**src/rtl/prm_oblgc_scan.sv**
```systemverilog
// Obstacle-code sequencer for the prm_oblgc_chk* edge-checker bank: ORs edge masks into a bitmap, then reads it out.
// Optional build macro PRM_OBLGC_SCAN_DEDUP_EN suppresses re-presenting a code equal to the one already on the bus.
module prm_oblgc_scan #(
    parameter int NUM_EDGE = 1024,
    parameter int OUT_W    = 32,
    parameter int CNT_W    = 16
) (
    input  logic                clk,
    input  logic                rst_n,
    input  logic                start,
    input  logic                obs_valid,
    output logic                obs_ready,
    input  logic [14:0]         obs_code,
    input  logic                obs_last,
    output logic [14:0]         chk_code,
    output logic                chk_strobe,
    input  logic [NUM_EDGE-1:0] chk_mask,
    output logic                rd_valid,
    input  logic                rd_ready,
    output logic [OUT_W-1:0]    rd_data,
    output logic                rd_last,
    output logic                busy,
    output logic                done,
    output logic [CNT_W-1:0]    obs_count
);

    localparam int NUM_WORDS = NUM_EDGE / OUT_W;
    localparam int PTR_W     = (NUM_WORDS > 1) ? $clog2(NUM_WORDS) : 1;
    localparam logic [PTR_W-1:0] LAST_PTR = PTR_W'(NUM_WORDS - 1);

    typedef enum logic [2:0] {
        S_IDLE,
        S_SCAN,
        S_FLUSH,
        S_READ,
        S_FIN
    } state_t;

    state_t              state_q, state_d;
    logic [NUM_EDGE-1:0] bitmap_q, bitmap_d;
    logic [14:0]         chk_code_q, chk_code_d;
    logic                chk_strobe_q, chk_strobe_d;
    logic [CNT_W-1:0]    obs_count_q, obs_count_d;
    logic [PTR_W-1:0]    ptr_q, ptr_d;
    logic                obs_hs;
    logic                rd_hs;
    logic                present;

    assign obs_hs = (state_q == S_SCAN) && obs_valid;
    assign rd_hs  = (state_q == S_READ) && rd_ready;

`ifdef PRM_OBLGC_SCAN_DEDUP_EN
    // first_q forces the opening code of a scan onto the bus even if it matches stale chk_code.
    logic first_q;

    always_ff @(posedge clk) begin
        if (!rst_n) begin
            first_q <= 1'b0;
        end else if (state_q == S_IDLE && start) begin
            first_q <= 1'b1;
        end else if (obs_hs) begin
            first_q <= 1'b0;
        end
    end

    assign present = first_q || (obs_code != chk_code_q);
`else
    assign present = 1'b1;
`endif

    always_comb begin
        // NOTE: every next-state variable gets its hold value first so no path leaves it unassigned (no latches).
        state_d      = state_q;
        bitmap_d     = bitmap_q;
        chk_code_d   = chk_code_q;
        chk_strobe_d = 1'b0;
        obs_count_d  = obs_count_q;
        ptr_d        = ptr_q;

        if (chk_strobe_q) begin
            bitmap_d = bitmap_q | chk_mask;
        end

        case (state_q)
            S_IDLE: begin
                if (start) begin
                    bitmap_d    = '0;
                    obs_count_d = '0;
                    state_d     = S_SCAN;
                end
            end
            S_SCAN: begin
                if (obs_hs) begin
                    if (present) begin
                        chk_code_d   = obs_code;
                        chk_strobe_d = 1'b1;
                    end
                    if (obs_count_q != '1) begin
                        obs_count_d = obs_count_q + 1'b1;
                    end
                    if (obs_last) begin
                        state_d = S_FLUSH;
                    end
                end
            end
            // One idle cycle lets the mask of the final presented code land in the bitmap.
            S_FLUSH: state_d = S_READ;
            S_READ: begin
                if (rd_hs) begin
                    if (ptr_q == LAST_PTR) begin
                        state_d = S_FIN;
                    end else begin
                        ptr_d = ptr_q + 1'b1;
                    end
                end
            end
            S_FIN: begin
                ptr_d   = '0;
                state_d = S_IDLE;
            end
            default: state_d = S_IDLE;
        endcase
    end

    always_ff @(posedge clk) begin
        // NOTE: the bitmap is ordinary flops, not a RAM, so clearing it in reset is cheap and keeps readout defined.
        if (!rst_n) begin
            state_q      <= S_IDLE;
            bitmap_q     <= '0;
            chk_code_q   <= '0;
            chk_strobe_q <= 1'b0;
            obs_count_q  <= '0;
            ptr_q        <= '0;
        end else begin
            // NOTE: non-blocking assignments so every register samples pre-edge values.
            state_q      <= state_d;
            bitmap_q     <= bitmap_d;
            chk_code_q   <= chk_code_d;
            chk_strobe_q <= chk_strobe_d;
            obs_count_q  <= obs_count_d;
            ptr_q        <= ptr_d;
        end
    end

    assign obs_ready  = (state_q == S_SCAN);
    assign chk_code   = chk_code_q;
    assign chk_strobe = chk_strobe_q;
    assign rd_valid   = (state_q == S_READ);
    assign rd_data    = bitmap_q[int'(ptr_q) * OUT_W +: OUT_W];
    assign rd_last    = (state_q == S_READ) && (ptr_q == LAST_PTR);
    assign busy       = (state_q != S_IDLE);
    assign done       = (state_q == S_FIN);
    assign obs_count  = obs_count_q;

endmodule

```
**config.mk**
```make
export PLATFORM = sky130hd
export DESIGN_NAME = prm_oblgc_scan
export DESIGN_NICKNAME = d
export VERILOG_FILES = /design/src/rtl/prm_oblgc_scan.sv
export SDC_FILE = /design/constraint.sdc
export NUM_CORES = 2
export LEC_CHECK = 0
export BUFFER_PORTS_ARGS = -buffer_cell sky130_fd_sc_hd__buf_2
export CAP_MARGIN = 20
export CORE_AREA = 2 2 434 436
export DETAILED_ROUTE_END_ITERATION = 16
export DIE_AREA = 0 0 436 438
export GPL_TIMING_DRIVEN = 0
export PLACE_DENSITY = 0.52
export SLEW_MARGIN = 20
export SYNTH_ARGS = -nofsm -noshare
export SYNTH_HDL_FRONTEND = slang
export SYNTH_SLANG_ARGS = --single-unit
```
**constraint.sdc**
```tcl
create_clock -name clk -period 4 [get_ports clk]
set_input_delay 0.4 -clock clk [delete_from_list [all_inputs] [get_ports clk]]
set_output_delay 0.4 -clock clk [all_outputs]
set_load 0.05 [all_outputs]
```
==> results.toml <==
[sta]
worst_pin_slew_ns = 1.10
report.final.hold_viol_count = 0
finalSetupViolCount = 0
layout_worst_path_cycle_share = 0.974
period_needed_ns = 3.90
timing.final.ws_setup_ns = 0.104
max-slew-margin-rel = 0.270
final_max_slew_viol_count = 0
grt_setup_unrepaired = "false"
maxClockFrequency_mhz = 257
worst_clock_skew_ns = 0.0485
final.setup.tns_ns = 0

[worst_setup_path]
worst_setup_path_start_kind = "flip-flop"
worstPathMaxFanout = 12
critPathCaptureType = "output port"
worstSetupPathType = "reg2out"
worst_ep_arrival_ns = 3.50
critPathRequiredTime_ns = 3.60

[synthesis]
synth.ff_latch_count = 1064
async_flop_share = 0
yosys-top-cells-area = "dfxtp_1 53%, a21oi_1 14%, mux4_2 11%"
synth.net_count = 5229
ys_flop_type = "dfxtp_1"
sequential_area_share_after_synthesis = 0.529
yosysWarnings = 0
synth-edff-count = 0
synth_largest_area_cell = "dfxtp_1"
synth.distinct_cells = 51
post_synth_instance_area_um2 = 40300
yosys.cell_count.top_type = "a21oi_1"
synth_common_cells = "1095 x a21oi_1, 1064 x dfxtp_1, 1042 x nor2_1"
yosys.area.top_type_share = 0.529
postSynthAreaPerCell_um2 = 9.63
netlist_instances = 4181

[die]
dieArea_um2 = 191000
fp.dieW_um = 436
starting_utilization_of_the_core_area = 0.216
core_um2 = 187000
fp.dieH_um = 438
i_o_pin_cnt = 1114
placementRows = 159

[global_route]
grt_antenna_before_repair = 91
globalRoute.totalOverflow = 0
overall_fraction_of_global_route_tracks_in_use = 0.247
grt_pass1_vias = 43171
grt_start_max_net_pins = 20
grt_first_pass_wirelength_um = 333000

[placement]
io_buffers = 1112
place_ws_ns = -0.617
replace_congestion = 0.943
dpl_cell_area_um2 = 49300
detailedPlacementHpwl_um = 198000

[route]
vias_per_cell = 4.74
drtPass1Iterations = 6
drc_errors = 0
drt_iter0_markers = 3451
dr_total_vias = 43445
drt-wirelength-per-cell_um = 26.8
drt.antenna.violating_nets = 0
route.final.wire_length_um = 245000

[clock_tree]
tritoncts.num_buffers = 118
h-tree-depth = 3
clock_insertion_delay_worst_skew_ns = 0.82
path_clk_slew_ns = 0.06
cts.sink_count = 1064
cts_tree = "done"
clockBufferDepth = 3
cell_at_the_root_of_the_clock_tree = "clkbuf_16"

[job]
max_cap_violations = 0

[cells_and_area]
nets = 7526
final_util = 0.348
post-route-cell-area_um2 = 65000
flow.area_growth_from_synthesis_pct = 61.4
post_route_cells_drive_above_1_share = 0.280

[status]
outcome = "complete, no violations"

[min_path]
hold_class = "in2reg"

[pwr]
irDropWorstVdd_mv = 0.392
powerDensity_nw_per_um2 = 397
leakage_nw = 24.9
[metrics by stage]
step	hold WS, ns	std cells	total power, mW
after detailed placement	0.451	7812	13.6
after CTS	0.00407	9070	25.9
after global routing	0.0300	9127	26.6
final	0.0679	9159	25.8
after floorplan	0.431	4181	12.2
after global placement	0.442	7788	13.5
[cell families after synthesis]
group	after synthesis	synth area share
muxes	322	0.140
AOI/OAI and AO/OA	1309	0.178
xor gates and xnor gates	2	0.000435
buffers and inverters	345	0.0428
and+or+nand+nor	1136	0.109
adders and majority gates	3	0.000932
DFF	1064	0.529
[power by group]
part	switching, mW	internal [mW]	total [mW]
clock	4.91	6.58	11.5
sequential	0.154	10.8	11.0
combinational	1.78	1.55	3.33
[path summary, 6_finish.rpt]
kind                            start                  endpoint  slack (ns)  depth (start not counted)
max             ptr_q[0]$_SDFFE_PN0P_                rd_data[4]        0.10                         10
min                     chk_mask[131]  bitmap_q[131]$_SDFF_PN0_        0.07                          3
max reg2reg     chk_strobe$_SDFF_PN0_  bitmap_q[530]$_SDFF_PN0_        0.84                          6
min reg2reg  chk_code[7]$_SDFFE_PN0P_  chk_code[7]$_SDFFE_PN0P_        0.46                          2
[sequential cells by signal (all words and copies together) (netlist names)]
register    flops
bitmap_q     1024
chk_strobe      1
state_q         3
chk_code       15
ptr_q           5
obs_count      16
[cell type report]
class,count,area [um2]
Antenna cell,89,223
Fill cell,18975,122000
Timing Repair Buffer,2177,16300
Buffer,340,1970
Sequential cell,1064,21300
Clock inverter,39,583
Inverter,5,18.8
Clock buffer,178,3500
Multi-Input combinational cell,2772,18000
Tap cell,2495,3120
[critical path: stages (launching register included)]
cell	delay [ns]
dfxtp_2	0.34
buf_12	0.15
buf_12	0.16
buf_16	0.17
nand3b_1	0.12
buf_8	0.22
buf_2	0.31
o22ai_1	0.19
a2111oi_2	0.63
a21oi_1	0.08
buf_2	0.32
[layout by cell type, fill, tap and decap left out, drive strengths merged, types with 2 or more instances in the layout]
cell / n
nor3b: 2
or3: 3
mux4: 192
dfxtp: 1064
inv: 10
clkbuf: 346
o22ai: 32
nor3: 2
mux2i: 130
a22oi: 32
clkinv: 19
o31ai: 7
nand2: 45
clkinvlp: 7
a22o: 32
ha: 3
bufinv: 8
o221ai: 32
nand2b: 3
and3: 7
a21oi: 1095
o221a: 2
nor2: 1042
buf: 1308
nand3: 13
nor2b: 2
a2111oi: 33
diode: 89
nand4: 5
a21boi: 16
o21ai: 23
and2: 3
dlygate4sd3: 1041
[metal layers]
metal	GRT usage	vias up	wire, um
li1	-	19524	-
met2	0.436	2097	122000
met5	0	-	145
met1	0.286	21291	94100
met4	0.107	22	12000
met3	0.0543	511	17300
[what timing repair did]
| action | 4_1_cts | 5_1_grt |
|---|---|---|
| pin swaps | 7 | 1 |
| hold buffers | 1041 | 0 |
| endpoints found under the hold margin | 1042 | 0 |
| setup endpoints to repair | 33 | 15 |
| gates resized for setup | 220 | 15 |
| buffers inserted | 0 | 0 |
(Power assumes the default switching activity.)
